===== config.mk =====
export PLATFORM = sky130hd
export DESIGN_NAME = io_output_buffer
export DESIGN_NICKNAME = d
export VERILOG_FILES = /design/src/rtl/io_pkg.sv /design/src/rtl/io_sync.sv /design/src/rtl/io_output_buffer.sv
export SDC_FILE = /design/constraint.sdc
export NUM_CORES = 1
export LEC_CHECK = 0
export CAP_MARGIN = 0
export CORE_MARGIN = 5
export CORE_UTILIZATION = 40
export DETAILED_ROUTE_END_ITERATION = 6
export HOLD_SLACK_MARGIN = 0.06
export PLACE_DENSITY = 0.75
export SLEW_MARGIN = 20
export SYNTH_ARGS = -nofsm -noshare
export SYNTH_HDL_FRONTEND = slang
export SYNTH_HIERARCHICAL = 1
export SYNTH_SLANG_ARGS = --single-unit

===== constraint.sdc =====
create_clock -name i_clk -period 5.96 [get_ports i_clk]
set_input_delay 1.192 -clock i_clk [delete_from_list [all_inputs] [get_ports i_clk]]
set_output_delay 1.192 -clock i_clk [all_outputs]
set_load 0.01 [all_outputs]

===== src/rtl/io_pkg.sv =====
`default_nettype none
// +------------------------------------------------------------------+
// | io_pkg                                                           |
// | Shared constants and helpers for the memory-mapped I/O block.    |
// | Revision: 1.0                                                    |
// +------------------------------------------------------------------+
package io_pkg;

    localparam logic [31:0] IO_BASE = 32'h1000_0000;
    localparam int          HEX_W   = 7;
    localparam int          N_HEX   = 8;

    // Register select taken from addr[15:12]
    localparam logic [3:0] OFF_LEDR   = 4'h0;
    localparam logic [3:0] OFF_LEDG   = 4'h1;
    localparam logic [3:0] OFF_HEX_LO = 4'h2;
    localparam logic [3:0] OFF_HEX_HI = 4'h3;
    localparam logic [3:0] OFF_LCD    = 4'h4;
    localparam logic [3:0] OFF_SW     = 4'h8;

    function automatic logic [31:0] lane_merge(
        input logic [31:0] cur,
        input logic [31:0] upd,
        input logic [3:0]  mask
    );
        logic [31:0] res;
        res = cur;
        for (int k = 0; k < 4; k++) begin
            if (mask[k]) res[8*k +: 8] = upd[8*k +: 8];
        end
        return res;
    endfunction

endpackage
`default_nettype wire


===== src/rtl/io_sync.sv =====
`default_nettype none
// +------------------------------------------------------------------+
// | io_sync                                                          |
// | N-stage flip-flop synchronizer with asynchronous clear.          |
// | Revision: 1.0                                                    |
// +------------------------------------------------------------------+
module io_sync
    import io_pkg::*;
#(
    parameter int STAGES = 2,
    parameter int WIDTH  = 32
) (
    input  logic             i_clk,
    input  logic             i_reset,
    input  logic [WIDTH-1:0] i_d,
    output logic [WIDTH-1:0] o_q
);

    logic [WIDTH-1:0] r_stage [STAGES];

    always_ff @(posedge i_clk or posedge i_reset) begin
        if (i_reset) begin
            for (int s = 0; s < STAGES; s++) r_stage[s] <= '0;
        end else begin
            r_stage[0] <= i_d;
            for (int s = 1; s < STAGES; s++) r_stage[s] <= r_stage[s-1];
        end
    end

    assign o_q = r_stage[STAGES-1];

endmodule
`default_nettype wire


===== src/rtl/io_output_buffer.sv =====
`default_nettype none
// +------------------------------------------------------------------+
// | io_output_buffer                                                 |
// | Memory-mapped LED/HEX/LCD output registers and switch readback.  |
// | Revision: 1.0                                                    |
// +------------------------------------------------------------------+
module io_output_buffer
    import io_pkg::*;
#(
    parameter logic [31:0] BASE_ADDR      = IO_BASE,
    parameter int          SW_SYNC_STAGES = 2
) (
    input  logic             i_clk,
    input  logic             i_reset,
    input  logic [31:0]      i_lsu_addr,
    input  logic [31:0]      i_st_data,
    input  logic             i_lsu_wren,
    input  logic [3:0]       i_bmask,
    input  logic [31:0]      i_io_sw,
    output logic [31:0]      o_ld_data,
    output logic             o_io_hit,
    output logic [31:0]      o_io_ledr,
    output logic [31:0]      o_io_ledg,
    output logic [31:0]      o_io_lcd,
    output logic [HEX_W-1:0] o_io_hex0,
    output logic [HEX_W-1:0] o_io_hex1,
    output logic [HEX_W-1:0] o_io_hex2,
    output logic [HEX_W-1:0] o_io_hex3,
    output logic [HEX_W-1:0] o_io_hex4,
    output logic [HEX_W-1:0] o_io_hex5,
    output logic [HEX_W-1:0] o_io_hex6,
    output logic [HEX_W-1:0] o_io_hex7
);

    logic [31:0]      r_ledr;
    logic [31:0]      r_ledg;
    logic [31:0]      r_lcd;
    logic [HEX_W-1:0] r_hex [N_HEX];

    logic             w_hit;
    logic [3:0]       w_off;
    logic             w_wr;
    logic [31:0]      w_sw;
    logic [31:0]      w_ld_data;
    logic             w_unused_addr;

    assign w_hit = (i_lsu_addr[31:16] == BASE_ADDR[31:16]);
    assign w_off = i_lsu_addr[15:12];
    assign w_wr  = i_lsu_wren & w_hit;
    // Word offset bits only alias registers inside a 4 KiB window.
    assign w_unused_addr = ^i_lsu_addr[11:0];

    io_sync #(
        .STAGES (SW_SYNC_STAGES),
        .WIDTH  (32)
    ) u_sw_sync (
        .i_clk   (i_clk),
        .i_reset (i_reset),
        .i_d     (i_io_sw),
        .o_q     (w_sw)
    );

    always_ff @(posedge i_clk or posedge i_reset) begin
        if (i_reset) begin
            r_ledr <= '0;
            r_ledg <= '0;
            r_lcd  <= '0;
            for (int k = 0; k < N_HEX; k++) r_hex[k] <= '0;
        end else if (w_wr) begin
            case (w_off)
                OFF_LEDR: r_ledr <= lane_merge(r_ledr, i_st_data, i_bmask);
                OFF_LEDG: r_ledg <= lane_merge(r_ledg, i_st_data, i_bmask);
                OFF_LCD:  r_lcd  <= lane_merge(r_lcd,  i_st_data, i_bmask);
                OFF_HEX_LO: begin
                    for (int k = 0; k < 4; k++) begin
                        if (i_bmask[k]) r_hex[k] <= i_st_data[8*k +: HEX_W];
                    end
                end
                OFF_HEX_HI: begin
                    for (int k = 0; k < 4; k++) begin
                        if (i_bmask[k]) r_hex[k+4] <= i_st_data[8*k +: HEX_W];
                    end
                end
                default: ;
            endcase
        end
    end

    always_comb begin
        w_ld_data = '0;
        if (w_hit) begin
            case (w_off)
                OFF_LEDR:   w_ld_data = r_ledr;
                OFF_LEDG:   w_ld_data = r_ledg;
                OFF_LCD:    w_ld_data = r_lcd;
                OFF_HEX_LO: w_ld_data = {1'b0, r_hex[3], 1'b0, r_hex[2],
                                         1'b0, r_hex[1], 1'b0, r_hex[0]};
                OFF_HEX_HI: w_ld_data = {1'b0, r_hex[7], 1'b0, r_hex[6],
                                         1'b0, r_hex[5], 1'b0, r_hex[4]};
                OFF_SW:     w_ld_data = w_sw;
                default:    w_ld_data = '0;
            endcase
        end
    end

    assign o_ld_data = w_ld_data;
    assign o_io_hit  = w_hit;
    assign o_io_ledr = r_ledr;
    assign o_io_ledg = r_ledg;
    assign o_io_lcd  = r_lcd;
    assign o_io_hex0 = r_hex[0];
    assign o_io_hex1 = r_hex[1];
    assign o_io_hex2 = r_hex[2];
    assign o_io_hex3 = r_hex[3];
    assign o_io_hex4 = r_hex[4];
    assign o_io_hex5 = r_hex[5];
    assign o_io_hex6 = r_hex[6];
    assign o_io_hex7 = r_hex[7];

endmodule
`default_nettype wire


# Yosys cells after proc, flatten, opt, wreduce, memory -nomap -nowiden
# Index checks and enable logic that the tools add are counted.
# W data, S select, Z words.
totals:
  ff_bits: 216
  inputBits: 103
  elab_cells: 52
  output_inout_bits: 185
classes:
  eq_ne: 6
  n_bitwise: 1
  reduce_logical: 21
  n_mux: 2
op_table:
  columns: ["cell", "count"]
  rows:
  - ["$pmux W32 S6", 1]
  - ["$reduce_and A3 Y1", 20]
  - ["$mux W32", 1]
  - ["$eq A16 B13 Y1 const B", 1]
  - ["$eq A4 B2 Y1 const B", 2]
  - ["$eq A4 B1 Y1 const B", 1]
  - ["$eq A4 B3 Y1 const B", 1]
  - ["$eq A4 B4 Y1 const B", 1]
  - ["$logic_not A4 Y1", 1]
  - ["$and A1 B1 Y1", 1]

# Depth between registers and ports, before layout
# Gate-level depths: netlist of the first run.
depth:
  ltp_word: 3
  ltp_mapped: 7
  ltp_nobuf: 4

# Hierarchy
# Netlist of the first run, hierarchy kept.
by_module_without_submodules:
  columns: ["mod", "n_inst", "cells_each", "area_per_inst_um2", "seq_area_each_um2"]
  rows:
  - ["io_output_buffer", 1, 524, 7074.3, 3803.6]
  - ["io_sync", 1, 97, 1845.5, 1601.5]

# Worst setup path after synthesis of the first run
# Ideal clock, no wire load.
synth_path:
  path_type: "input-to-output"
  start: "input port i_lsu_addr[13]"
  end: "output port o_ld_data[16]"
  t_arrival_ps: 2670
  cell_stages: 6
  required_ps: 4768
  slack_ps: 2098
  path_buffers: 3
  cell_sequence: "buf_2 > nor4bb_1 > clkbuf_1 > buf_1 > a22oi_1 > a31oi_1"
synth_between:
  elab_chain_cells: 3
  word_cells_on_any_way: 8
  classes_between: "eq/ne: 5; mux: 2; reduce/logical: 1"
synth_lines:
  columns: ["item", "line_no", "rtl"]
  rows:
  - ["from (decl)", "io_output_buffer.sv:15", "input logic [31:0] i_lsu_addr,"]
  - ["$eq A4 B4 Y1, or another cell as far along", "io_output_buffer.sv:92", "case (w_off)"]
  - ["$pmux W32 S6 *", "io_output_buffer.sv:92", null]
  - ["$mux W32 *", "io_output_buffer.sv:91", "if (w_hit) begin"]
  - ["to (decl)", "io_output_buffer.sv:20", "output logic [31:0] o_ld_data,"]
# Mark *: on every way between the ends. The rest lies on a longest branch, timed or not.

# Worst setup path in the final report of the first run
layout_path:
  start: "input port i_lsu_addr[14]"
  end: "output port o_ld_data[25]"
# The elaborated chain is that of the path after synthesis.

==> reports/metrics.yaml, run 1 <==
timing:
  max_freq_ghz: 0.193
  final-hold-violation-count: 0
  whs_ns: 0.339
  setup_tns_ns: 0
  fin_skew_ns: 0.0110
  min_period_ns: 5.19
  slew_headroom: 0.377
  period_share: 0.871
  slew_viol_final: 0
  worstMarginPinSlew_ns: 0.935
  grt_setup_unrepaired: "false"
  setup_viol: 0
clocking:
  clock_tree.buffer_depth: 3
  post-cts-setup-buffer-count: 0
  cts-root-buf: "clkbuf_16"
  cts.htree.levels: 1
  tritoncts: "built"
  clkTransAtPathRegs_ns: 0.06
  cts_resized: 0
  cts_hold_buf: 0
  cts_buffers: 24
  cts.sinks: 216
  clock_latency_ns: 0.52
die:
  dieArea_mm2: 0.0254
  rows: 54
  die_h_um: 159
  pin_count: 288
  coreArea_mm2: 0.0219
  start_util: 0.407
  dieWidth_um: 159
drt:
  wire_per_inst_um: 25.1
  route.antenna.remaining_nets: 0
  via_per_inst: 5.50
  drtIter0Drc: 324
  drt-total-wl_um: 29600
  drc: 0
  num_vias: 6481
  first_pass_iters: 5
outcome:
  status: "completed"
final_layout:
  n_fill_cell: 1797
  layout_commonest_cell: "clkdlybuf4s50_1"
  most-common-layout-cells: "clkdlybuf4s50_1 (275), dfrtp_1 (216), mux2_2 (150)"
  drive_above_1_share: 0.269
  fin_nets: 983
  multi_input_area_mm2: 0.00321
  seq_area_mm2: 0.00541
  synthToLayoutAreaGrowth_pct: 42.5
setup_path:
  cp_max_fo: 11
  crit_required_ns: 4.77
  critPathCaptureType: "output pin"
  worstPathArrival_ns: 4.00
  critical_path_class: "primary input to output pin"
  cp-start-kind: "primary input"
synthesis:
  ys_warn_count: 6
  netlist_area_mm2: 0.00892
  ys_seq_area_frac: 0.606
  synth.area.top_cells: "dfrtp_1 (61%), mux2_2 (19%), a22oi_1 (4.4%)"
  syn_area_per_cell_um2: 14.4
  syn-instance-count: 621
  syn-num-nets: 724
  netlist-cell-type-count: 29
  synth-seq-cells: 216
  yosysTopAreaCellShare: 0.606
  synth_top_cell_by_area: "dfrtp_1"
placed_design:
  io_buffer_count: 275
  place_hpwl_um: 20000
  place_congestion: 0.801
global_routing:
  overflow: 0
  grt_antenna_before_repair: 4
  grt_max_degree: 82
  grt_usage: 0.226
  grt_pass1_wl_um: 45000
  grt_pass1_vias: 7181
run:
  max-cap-violations: 0
pwr:
  p_leak_nw: 5.47
  vdd_drop_max_v: 0.000212
  power-per-cell-area_mw_per_mm2: 247
hold_path:
  hp-class: "register to register"
-- sequential cells by signal, indices dropped and copies added, names as in the netlist, 32 cells and up --
signal,flops
o_io_ledg,32
u_sw_sync/r_stage,32
o_io_ledr,32
u_sw_sync/o_q,32
o_io_lcd,32
-- cell families after synthesis --
family | count (synthesis) | share of synthesized area
AND/OR/NAND/NOR | 64 | 0.0555
AO/OA/AOI/OAI | 125 | 0.106
buffers and inverters | 64 | 0.0410
flip-flops | 216 | 0.606
multiplexers | 152 | 0.192
-- stage by stage --
stage	std cells	setup slack (ns)	util	power [W]	cell area (um2)
5_1_grt	1178	0.639	0.581	0.00325	12700
3_3_place_gp	1134	0.792	0.544	0.00168	11900
4_1_cts	1176	0.779	0.580	0.00317	12700
6_report	1178	0.768	0.581	0.00314	12700
3_5_place_dp	1134	0.810	0.544	0.00168	11900
2_1_floorplan	621	0.675	-	0.00158	8920
-- synthesized netlist by cell type (all sizes together) --
cell type / count
nor4: 4
and4: 1
mux2: 152
nor4bb: 1
nand2: 17
a21oi: 16
clkbuf: 24
nand3b: 1
nor2: 18
nand4: 9
o22ai: 1
inv: 3
nor4b: 5
a22oi: 52
a222oi: 12
nor2b: 4
nand3: 4
a31oi: 16
dfrtp: 216
a22o: 28
buf: 37
-- power breakdown --
part | switching (W) | internal [W] | leakage (nW) | total (W)
sequential | 0.00000597 | 0.00149 | 2.87 | 0.00149
combinational | 0.0000916 | 0.0000701 | 2.22 | 0.000162
clock | 0.000582 | 0.000901 | 0.385 | 0.00148
-- worst max-delay path, cell delays in order --
cell and delay (ns):
clkdlybuf4s50_1 0.86, nor2b_2 0.63, buf_4 0.31, a22o_1 0.14, a22oi_1 0.07, a31oi_1 0.20
clkdlybuf4s50_1 0.58
-- area by class of cell --
class | instances | area share
diodes | 2 | 0.000394
flip-flops and latches | 216 | 0.425
clock buffers | 36 | 0.0556
clock inverters | 6 | 0.00650
multi-input cells | 341 | 0.253
repair buffers | 294 | 0.231
inverters | 3 | 0.00138
well taps | 280 | 0.0276
-- routing by layer --
metal,global-route usage,wire length [um],vias up
li1,-,-,2830
met1,0.301,12700,3370
met2,0.369,14200,224
met3,0.0567,1910,53
met4,0.0671,704,4
met5,0,28,-
-- path summary, 6_finish.rpt --
path / start / to / slack [ns] / depth (start not counted)
setup / recovery: i_lsu_addr[14] / o_ld_data[25] / 0.77 / 7
hold / removal: u_sw_sync/r_stage[45] / u_sw_sync/o_q[13] / 0.34 / 0
setup reg to reg: o_io_lcd[23] / o_io_lcd[23] / 5.14 / 1
hold reg to reg: u_sw_sync/r_stage[45] / u_sw_sync/o_q[13] / 0.34 / 0
max in group asynchronous: i_reset / o_io_hex5[2] / 3.81 / 3
min in group asynchronous: i_reset / o_io_ledg[11] / 1.21 / 2
Power figures use the tool's default switching activity.
==> run 2: changes to the inputs <==
- CORE_MARGIN: 5 -> 2
==> run 2 against run 1 <==
Net effect: sequential power is essentially flat; power up 1.1%; fmax is 0.32% higher; die area decreased by 7.4%; sequential share of layout area down 0.054 points; first-iteration DRC count grew 11%.
==> reports/metrics.yaml, run 2 (synthesis gave the netlist of run 1 again) <==
outcome:
  status: "completed"
pwr:
  vdd_drop_max_v: 0.000213  # +0.21%
  power-per-cell-area_mw_per_mm2: 249  # +1.0%
  finalPower_w: 0.00317  # +1.1%
  p_leak_nw: 5.48  # +0.17%
final_layout:
  final_util: 0.583  # +0.00254
  layout_commonest_cell: "clkdlybuf4s50_1"
  most-common-layout-cells: "clkdlybuf4s50_1 (275), dfrtp_1 (216), mux2_2 (150)"
  drive_above_1_share: 0.277  # +0.00831
  synthToLayoutAreaGrowth_pct: 42.7
  fin_nets: 983  # unchanged
  fin_area_mm2: 0.0127  # +0.13%
clocking:
  clkTransAtPathRegs_ns: 0.06  # about the same
  post-cts-setup-buffer-count: 0  # unchanged
  cts-root-buf: "clkbuf_16"
  cts_resized: 0  # unchanged
  tritoncts: "built"
  cts.sinks: 216  # unchanged
  cts.htree.levels: 1  # unchanged
  cts_hold_buf: 0  # unchanged
  clock_tree.buffer_depth: 3  # unchanged
  clock_latency_ns: 0.51  # about the same
  cts_buffers: 24  # unchanged
global_routing:
  grt_antenna_before_repair: 2  # -2
  overflow: 0  # unchanged
  grt_pass1_vias: 6725  # -6.4%
  grt_pass1_wl_um: 42400  # -5.9%
  grt_usage: 0.234  # +0.00760
  grt_max_degree: 65  # -21%
die:
  die_h_um: 153  # -3.8%
  dieArea_mm2: 0.0235  # -7.4%
  coreArea_mm2: 0.0218  # -0.31%
  pin_count: 288  # unchanged
  rows: 54  # unchanged
  start_util: 0.409  # +0.00126
  dieWidth_um: 153  # -3.8%
drt:
  drtIter0Drc: 359  # +11%
  drt-total-wl_um: 28200  # -4.7%
  first_pass_iters: 5  # unchanged
  drc: 0  # unchanged
  route.antenna.remaining_nets: 0  # unchanged
  num_vias: 6500  # +0.29%
  wire_per_inst_um: 23.9  # -4.8%
  via_per_inst: 5.51  # +0.12%
timing:
  slew_viol_final: 0  # unchanged
  slew_headroom: 0.372  # -0.00437
  min_period_ns: 5.18  # -0.0166 ns
  setup_viol: 0  # unchanged
  final-hold-violation-count: 0  # unchanged
  whs_ns: 0.346  # +0.00783 ns
  fin_skew_ns: 0.00491  # -0.00607 ns
  grt_setup_unrepaired: "false"
  max_freq_ghz: 0.193  # +0.32%
  period_share: 0.868  # -0.00279
  setup_tns_ns: 0  # unchanged
  worstMarginPinSlew_ns: 0.942  # +0.00655 ns
hold_path:
  hp-class: "register to register"
  min_to: "u_sw_sync/o_q[15]"
  hold_depth: 0  # unchanged
  min-delay-start: "u_sw_sync/r_stage[47]"
setup_path:
  cp_max_fo: 12  # +1
  critical_path_class: "primary input to output pin"
  cp-start-kind: "primary input"
  r2r-start: "o_io_hex3[0]"
  critPathCaptureType: "output pin"
  reg2regPathDepth: 1  # unchanged
  crit_required_ns: 4.77  # about the same
  r2r_slack_ns: 5.13  # about the same
  worstPathArrival_ns: 3.98  # -0.02 ns
  reg2reg_to: "o_io_hex3[0]"
run:
  max-cap-violations: 0  # unchanged
placed_design:
  place_hpwl_um: 18900  # -5.4%
  place_congestion: 0.779  # -2.7%
  dpl_cell_area_mm2: 0.0119  # -0.21%
  io_buffer_count: 275  # unchanged
## run 2: changes by cell type in the layout (fill, tap and decap cells not counted), sizes merged
| cell | before | now |
|---|---|---|
| clkinv | 4 | 7 |
| clkbuf | 36 | 31 |
| clkinvlp | 1 | 4 |
| inv | 2 | 3 |
## run 2: final cells by class
type                            count  area, um2
Clock inverter                     13        133
Clock buffer                       31        698
Tap cell                          280        350
Inverter                            3       17.5
Multi-Input combinational cell    341       3210
Sequential cell                   216       5410
Fill cell                        1730       9090
Timing Repair Buffer              294       2910
Antenna cell                        2       5.00
## run 2: critical path, cell delays in order
cell and delay [ns]:
clkdlybuf4s50_1 0.83, nor2b_2 0.83, a22o_1 0.23, a22oi_1 0.07
a21oi_1 0.24, clkdlybuf4s50_1 0.57
## run 2: report_power, final
| part | total (W) | internal [W] | switching, W |
|---|---|---|---|
| registers | 0.00149 | 0.00149 | 0.00000575 |
| clock network | 0.00152 | 0.000917 | 0.000604 |
| logic | 0.000160 | 0.0000685 | 0.0000912 |
| total | 0.00317 | 0.00247 | 0.000701 |
## run 2: layer usage
layer  up-vias  share of wire  GRT usage  wire (um)
li1       2837              -          -          -
met1      3340           0.42      0.319      11800
met2       275           0.48      0.378      13600
met3        48          0.072     0.0519       2020
met4         0          0.025     0.0677        692
met5         -              0          0          0
## run 2: worst max path at each step
stage / start / endpoint / slack (ns)
floorplan: i_reset / o_io_hex0[0] / 0.67
global placement: i_lsu_addr[13] / o_ld_data[10] / 0.81
detailed placement: i_lsu_addr[13] / o_ld_data[12] / 0.80
CTS: i_lsu_addr[14] / o_ld_data[30] / 0.79
global route: i_lsu_addr[13] / o_ld_data[12] / 0.63
finish: i_lsu_addr[13] / o_ld_data[29] / 0.78
## run 2: metrics by stage
| stage | setup WS (ns) | cells |
|---|---|---|
| 2_1_floorplan | 0.675 | 621 |
| 3_3_place_gp | 0.810 | 1134 |
| 3_5_place_dp | 0.800 | 1134 |
| 4_1_cts | 0.790 | 1178 |
| 5_1_grt | 0.632 | 1180 |
| 6_report | 0.784 | 1180 |
